File: config.mk
export PLATFORM = sky130hd
export DESIGN_NAME = bpd_upd_sched
export DESIGN_NICKNAME = d
export VERILOG_FILES = /design/src/rtl/bpd_upd_sched.sv
export SDC_FILE = /design/constraint.sdc
export NUM_CORES = 1
export LEC_CHECK = 0
export ABC_AREA = 0
export CORE_UTILIZATION = 51
export DETAILED_ROUTE_END_ITERATION = 7
export HOLD_SLACK_MARGIN = 0.08
export MAX_ROUTING_LAYER = met4
export PLACE_DENSITY = 0.81
export RECOVER_POWER = 50
export SYNTH_ARGS = -nofsm -noshare
export SYNTH_HDL_FRONTEND = slang
export SYNTH_SLANG_ARGS = --single-unit
File: constraint.sdc
create_clock -name clock -period 3.1 [get_ports clock]
set_clock_uncertainty 0.1 [all_clocks]
set_input_delay 0.62 -clock clock [delete_from_list [all_inputs] [get_ports clock]]
set_output_delay 0.62 -clock clock [all_outputs]
set_load 0.03 [all_outputs]
File: src/rtl/bpd_upd_sched.sv
// Retire-side update scheduler for the tournament predictor tables: queues branch
// updates, replays one per cycle onto the shared table write port, and runs clear sweeps.
module bpd_upd_sched #(
  parameter int DEPTH       = 4,
  parameter int CLR_ENTRIES = 4096,
  parameter int LOG_CLR     = 12
) (
  input  logic        clock,
  input  logic        reset_n,
  input  logic        upd_vld_i,
  input  logic [63:0] upd_pc_i,
  input  logic [11:0] upd_bhr_i,
  input  logic [9:0]  upd_lochist_i,
  input  logic        upd_brdir_i,
  input  logic        upd_ch_we_i,
  input  logic        upd_ch_brdir_i,
  output logic        upd_rdy_o,
  input  logic        clr_req_i,
  output logic        clr_busy_o,
  input  logic        tbl_stall_i,
  output logic        tbl_we_o,
  output logic        tbl_init_o,
  output logic [11:0] tbl_ch_idx_o,
  output logic [11:0] tbl_gl_idx_o,
  output logic [9:0]  tbl_bht_idx_o,
  output logic [9:0]  tbl_lo_idx_o,
  output logic        tbl_brdir_o,
  output logic        tbl_ch_we_o,
  output logic        tbl_ch_brdir_o
);
  localparam int PW = $clog2(DEPTH);

  typedef enum logic [1:0] {IDLE, DRAIN, CLEAR} state_t;

  // only the PC bits the tables index with are kept; choice direction is pre-xored
  typedef struct packed {
    logic [11:0] pc_idx;
    logic [11:0] bhr;
    logic [9:0]  lochist;
    logic        brdir;
    logic        ch_we;
    logic        ch_brdir;
  } upd_t;

  upd_t               mem [DEPTH];
  upd_t               head;
  logic [PW-1:0]      wr_ptr, rd_ptr;
  logic [PW:0]        fifo_cnt;
  logic [LOG_CLR-1:0] clr_cnt;
  state_t             state_q, state_d;
  logic               empty, full, push, pop, clr_last;

  assign empty     = (fifo_cnt == '0);
  assign full      = (fifo_cnt == (PW+1)'(DEPTH));
  assign upd_rdy_o = (state_q == IDLE) && !full;
  assign push      = upd_vld_i && upd_rdy_o;
  assign pop       = !empty && !tbl_stall_i;
  assign head      = mem[rd_ptr];
  assign clr_last  = (clr_cnt == LOG_CLR'(CLR_ENTRIES-1));
  assign clr_busy_o = (state_q != IDLE);

  always_ff @(posedge clock) begin
    if (push)
      mem[wr_ptr] <= '{pc_idx: upd_pc_i[13:2], bhr: upd_bhr_i, lochist: upd_lochist_i,
                       brdir: upd_brdir_i, ch_we: upd_ch_we_i,
                       ch_brdir: upd_brdir_i ^ upd_ch_brdir_i};
  end

  always_ff @(posedge clock or negedge reset_n) begin
    if (!reset_n) begin
      wr_ptr   <= '0;
      rd_ptr   <= '0;
      fifo_cnt <= '0;
    end else begin
      if (push) wr_ptr <= wr_ptr + PW'(1);
      if (pop)  rd_ptr <= rd_ptr + PW'(1);
      case ({push, pop})
        2'b10:   fifo_cnt <= fifo_cnt + (PW+1)'(1);
        2'b01:   fifo_cnt <= fifo_cnt - (PW+1)'(1);
        default: fifo_cnt <= fifo_cnt;
      endcase
    end
  end

  always_ff @(posedge clock or negedge reset_n) begin
    if (!reset_n) state_q <= IDLE;
    else          state_q <= state_d;
  end

  always_comb begin
    state_d = state_q;
    case (state_q)
      IDLE:    if (clr_req_i) state_d = DRAIN;
      DRAIN:   if (empty) state_d = CLEAR;
      CLEAR:   if (!tbl_stall_i && clr_last) state_d = IDLE;
      default: state_d = IDLE;
    endcase
  end

  always_ff @(posedge clock or negedge reset_n) begin
    if (!reset_n) clr_cnt <= '0;
    else if (state_q == CLEAR && !tbl_stall_i)
      clr_cnt <= clr_last ? '0 : clr_cnt + LOG_CLR'(1);
  end

  // payload is forced to zero when no write is presented
  always_comb begin
    tbl_we_o       = 1'b0;
    tbl_init_o     = 1'b0;
    tbl_ch_idx_o   = '0;
    tbl_gl_idx_o   = '0;
    tbl_bht_idx_o  = '0;
    tbl_lo_idx_o   = '0;
    tbl_brdir_o    = 1'b0;
    tbl_ch_we_o    = 1'b0;
    tbl_ch_brdir_o = 1'b0;
    if (state_q == CLEAR) begin
      tbl_we_o      = 1'b1;
      tbl_init_o    = 1'b1;
      tbl_ch_idx_o  = clr_cnt[11:0];
      tbl_gl_idx_o  = clr_cnt[11:0];
      tbl_bht_idx_o = clr_cnt[9:0];
      tbl_lo_idx_o  = clr_cnt[9:0];
      tbl_ch_we_o   = 1'b1;
    end else if (!empty) begin
      tbl_we_o       = 1'b1;
      tbl_ch_idx_o   = head.pc_idx;
      tbl_gl_idx_o   = head.pc_idx ^ head.bhr;
      tbl_bht_idx_o  = head.pc_idx[9:0];
      tbl_lo_idx_o   = head.lochist;
      tbl_brdir_o    = head.brdir;
      tbl_ch_we_o    = head.ch_we;
      tbl_ch_brdir_o = head.ch_brdir;
    end
  end
endmodule
==> results.tsv, run 1 <==
metric	value	unit
vias per cell	5.44	
peak supply drop	858	µV
Longest Clk Path Bufs	2	
CP endpoint kind	output port	
proportion of power drawn by the clock network	0.233	
Slew Limit Headroom	0.196	
largest net degree at the start of global routing	38	
Post-synth top flop	edfxtp_1	
initial antenna violation count	1	
RR Endpoint	mem[3][27]$_DFFE_PP_	
Int Pwr	6.29	mW
Pre-antenna DRT Iters	4	
YS warnings	0	
Sink Count	169	
post-route cell area	8780	µm²
setup ws final	0.155	ns
Overflow after GRT	0	
worst hold endpoint	fifo_cnt[0]$_DFFE_PN0P_	
Clock Latency Late Sink	0.42	ns
wire per inst	19.7	µm
synthesized area per cell	17.5	µm²
Core Box Area	13300	µm²
All-Layer GR Usage	0.219	
Cells on Worst Hold Path	1	
Slew @ Worst Pin	1.21	ns
beginning of the worst hold path	fifo_cnt[0]$_DFFE_PN0P_	
cell count after synthesis	400	
Layout Utilization	0.661	
Synth Register Bits	169	
Clock Tree Root	clkbuf_16	
Netlist cell types	41	
Hold Vio Cnt, Final	0	
max cap viols	0	
pre-CTS setup slack	0.395	ns
Nets	603	
r2r startpoint	state_q[1]$_DFFE_PN0P_	
number of global-route vias before repair	4027	
H-tree depth	4	
type of the worst setup path	reg -> out	
Syn-to-layout area delta	25.4	%
Flop pwr share	0.293	
via count	3766	
Synth Area in Compound Gates	0.0213	
post-DP HPWL	8.69	mm
post-route antenna net violation count	0	
initial drt markers	239	
post-synthesis net count	501	
final worst path period share	0.950	
Logic pwr share	0.473	
Final Max Tran Viols	0	
P_sw	3.67	mW
Post-Synth XOR/XNOR Area	0.0350	
minimum clock period after layout	2.95	ns
clk slew on worst S/H paths	0.06	ns
layout cell share with drive strength beyond 1	0.278	
mux cell area share after synthesis	0.124	
Inst Count DP	657	
worst hold-check path type	reg -> reg	
Power Density	1130	nW/µm²
placed cell area	8140	µm²
Synth area leaders	edfxtp_1, mux4_2, dfrtp_1	
post-synthesis simple-gate area fraction	0.0673	
cell accounting for the most synthesized area	edfxtp_1	
Buffers on Ports	92	
Ports	145	
global-route wire length before repair	21.5	mm
most frequent cells in the layout	edfxtp_1, nand2_1, buf_4	
R2R Setup Slk	0.56	ns
most common cell after layout, fill and taps aside	edfxtp_1	
die width	119	µm
Hold WS	0.396	ns
TritonCTS buffer count	17	
drt total wl	13.6	mm
post-route insts no fill	692	
CTS tree	built	
Synth Area in Adders	0.0136	
setup violators final	0	
Post-Syn Area	7010	µm²
setup TNS	0	ns
sequential area share after synthesis	0.709	
CP startpoint kind	flip-flop	
starting density of the core	0.527	
top-area cell type share of the netlist area	0.634	
GPL Wtd Cong	0.821	
largest family of logic cells by synthesized area	multiplexers	
Die H	119	µm
CP required	2.38	ns
fraction of registers with async set/reset	0.124	
Die ar.	14200	µm²
unrepaired setup endpoints after global routing	no	
row count	42	
Post-synth EDFFs	148	
Sw Share	0.368	
Static Leak	3.19	nW
Worst R2R Path Depth	4	
Tot Pwr	9.96	mW
Peak Freq	0.340	GHz
Crit Path Max Fanout	19	
drt drc	0	
Worst EP arrival	2.23	ns
status	finished, final reports clean	
[cell usage after synthesis (all sizes together) (2+ instances only)]
master	instances
or2	2
mux2	2
dfrtp	21
xnor2	18
and3	5
nand4	3
o22ai	3
ha	6
mux4	37
nor4	2
and2	3
buf	23
or3	2
xor2	10
nand3	4
edfxtp	148
inv	10
nor2	12
nand2	60
o21ai	16
[sequential cells by signal, summed over array words and instances, names as in the netlist]
register / count
mem: 148
clr_cnt: 12
fifo_cnt: 3
rd_ptr: 2
state_q: 2
wr_ptr: 2
[routing by layer]
metal	share of wire	GRT usage
met1	0.40	0.266
met2	0.53	0.353
met3	0.055	0.0450
met4	0.021	0.107
met5	0	-
[power groups by stage]
stage / Clock (mW) / Combinational (mW) / Sequential (mW)
2_1_floorplan: 0 / 3.10 / 2.91
3_3_place_gp: 0 / 4.67 / 2.95
3_5_place_dp: 0 / 4.73 / 2.98
4_1_cts: 2.34 / 4.76 / 2.94
5_1_grt: 2.43 / 5.01 / 2.95
6_report: 2.32 / 4.71 / 2.92
[final cells by class]
cell class | count | area [µm²]
clock buffers | 21 | 470
repair buffers | 107 | 1070
well taps | 176 | 220
fillers | 901 | 4510
clock inverters | 11 | 191
multi-input cells | 197 | 1820
flip-flops and latches | 169 | 4970
diodes | 1 | 2.50
inverters | 10 | 37.5
[worst max-delay path, cell delays in order (launching register included)]
cell,delay [ns]
dfrtp_2,0.43
buf_12,0.22
mux4_2,0.55
xnor2_1,0.14
o21ai_0,0.23
buf_4,0.22
[timing repair]
action,in CTS,in global routing
setup buffers,0,2
hold buffers,0,0
endpoints found under the setup margin,0,5
resized for setup,0,1
[worst max-delay path by stage]
stage / from / depth (start not counted) / end / slack (ns)
2_1_floorplan: state_q[1]$_DFFE_PN0P_ / 3 / mem[0][0]$_DFFE_PP_ / 0.42
3_3_place_gp: tbl_stall_i / 8 / fifo_cnt[2]$_DFFE_PN0P_ / 0.45
3_5_place_dp: tbl_stall_i / 8 / fifo_cnt[2]$_DFFE_PN0P_ / 0.40
4_1_cts: rd_ptr[0]$_DFFE_PN0P_ / 5 / tbl_gl_idx_o[10] / 0.005
5_1_grt: fifo_cnt[2]$_DFFE_PN0P_ / 5 / tbl_gl_idx_o[6] / 0.03
6_report: rd_ptr[0]$_DFFE_PN0P_ / 5 / tbl_gl_idx_o[5] / 0.15
[cell families after synthesis]
family | Yosys count
multiplexers | 40
adder cells (fa/ha/maj) | 7
XOR/XNOR | 28
AND/OR/NAND/NOR | 98
AO/OA/AOI/OAI | 24
flip-flops | 169
buffers and inverters | 34
Note: power is estimated with default switching activity, not from simulation.
==> inputs of run 2 (changes only) <==
--- a/config.mk
+++ b/config.mk
@@ -6,6 +6,7 @@
 export NUM_CORES = 1
 export LEC_CHECK = 0
 export ABC_AREA = 0
+export ABC_CLOCK_PERIOD_IN_PS = 3100
 export CORE_UTILIZATION = 51
 export DETAILED_ROUTE_END_ITERATION = 7
 export HOLD_SLACK_MARGIN = 0.08
==> results of run 2 <==
Same layout as run 1: the final DEF is identical, and so are final timing and power.
==> inputs of run 3 (changes only) <==
--- a/config.mk
+++ b/config.mk
@@ -7,8 +7,10 @@
 export LEC_CHECK = 0
 export ABC_AREA = 0
 export ABC_CLOCK_PERIOD_IN_PS = 3100
+export CAP_MARGIN = 5
 export CORE_UTILIZATION = 51
 export DETAILED_ROUTE_END_ITERATION = 7
+export GPL_ROUTABILITY_DRIVEN = 0
 export HOLD_SLACK_MARGIN = 0.08
 export MAX_ROUTING_LAYER = met4
 export PLACE_DENSITY = 0.81
==> results of run 3 <==
Same layout as run 1: the final DEF is identical, and so are final timing and power.
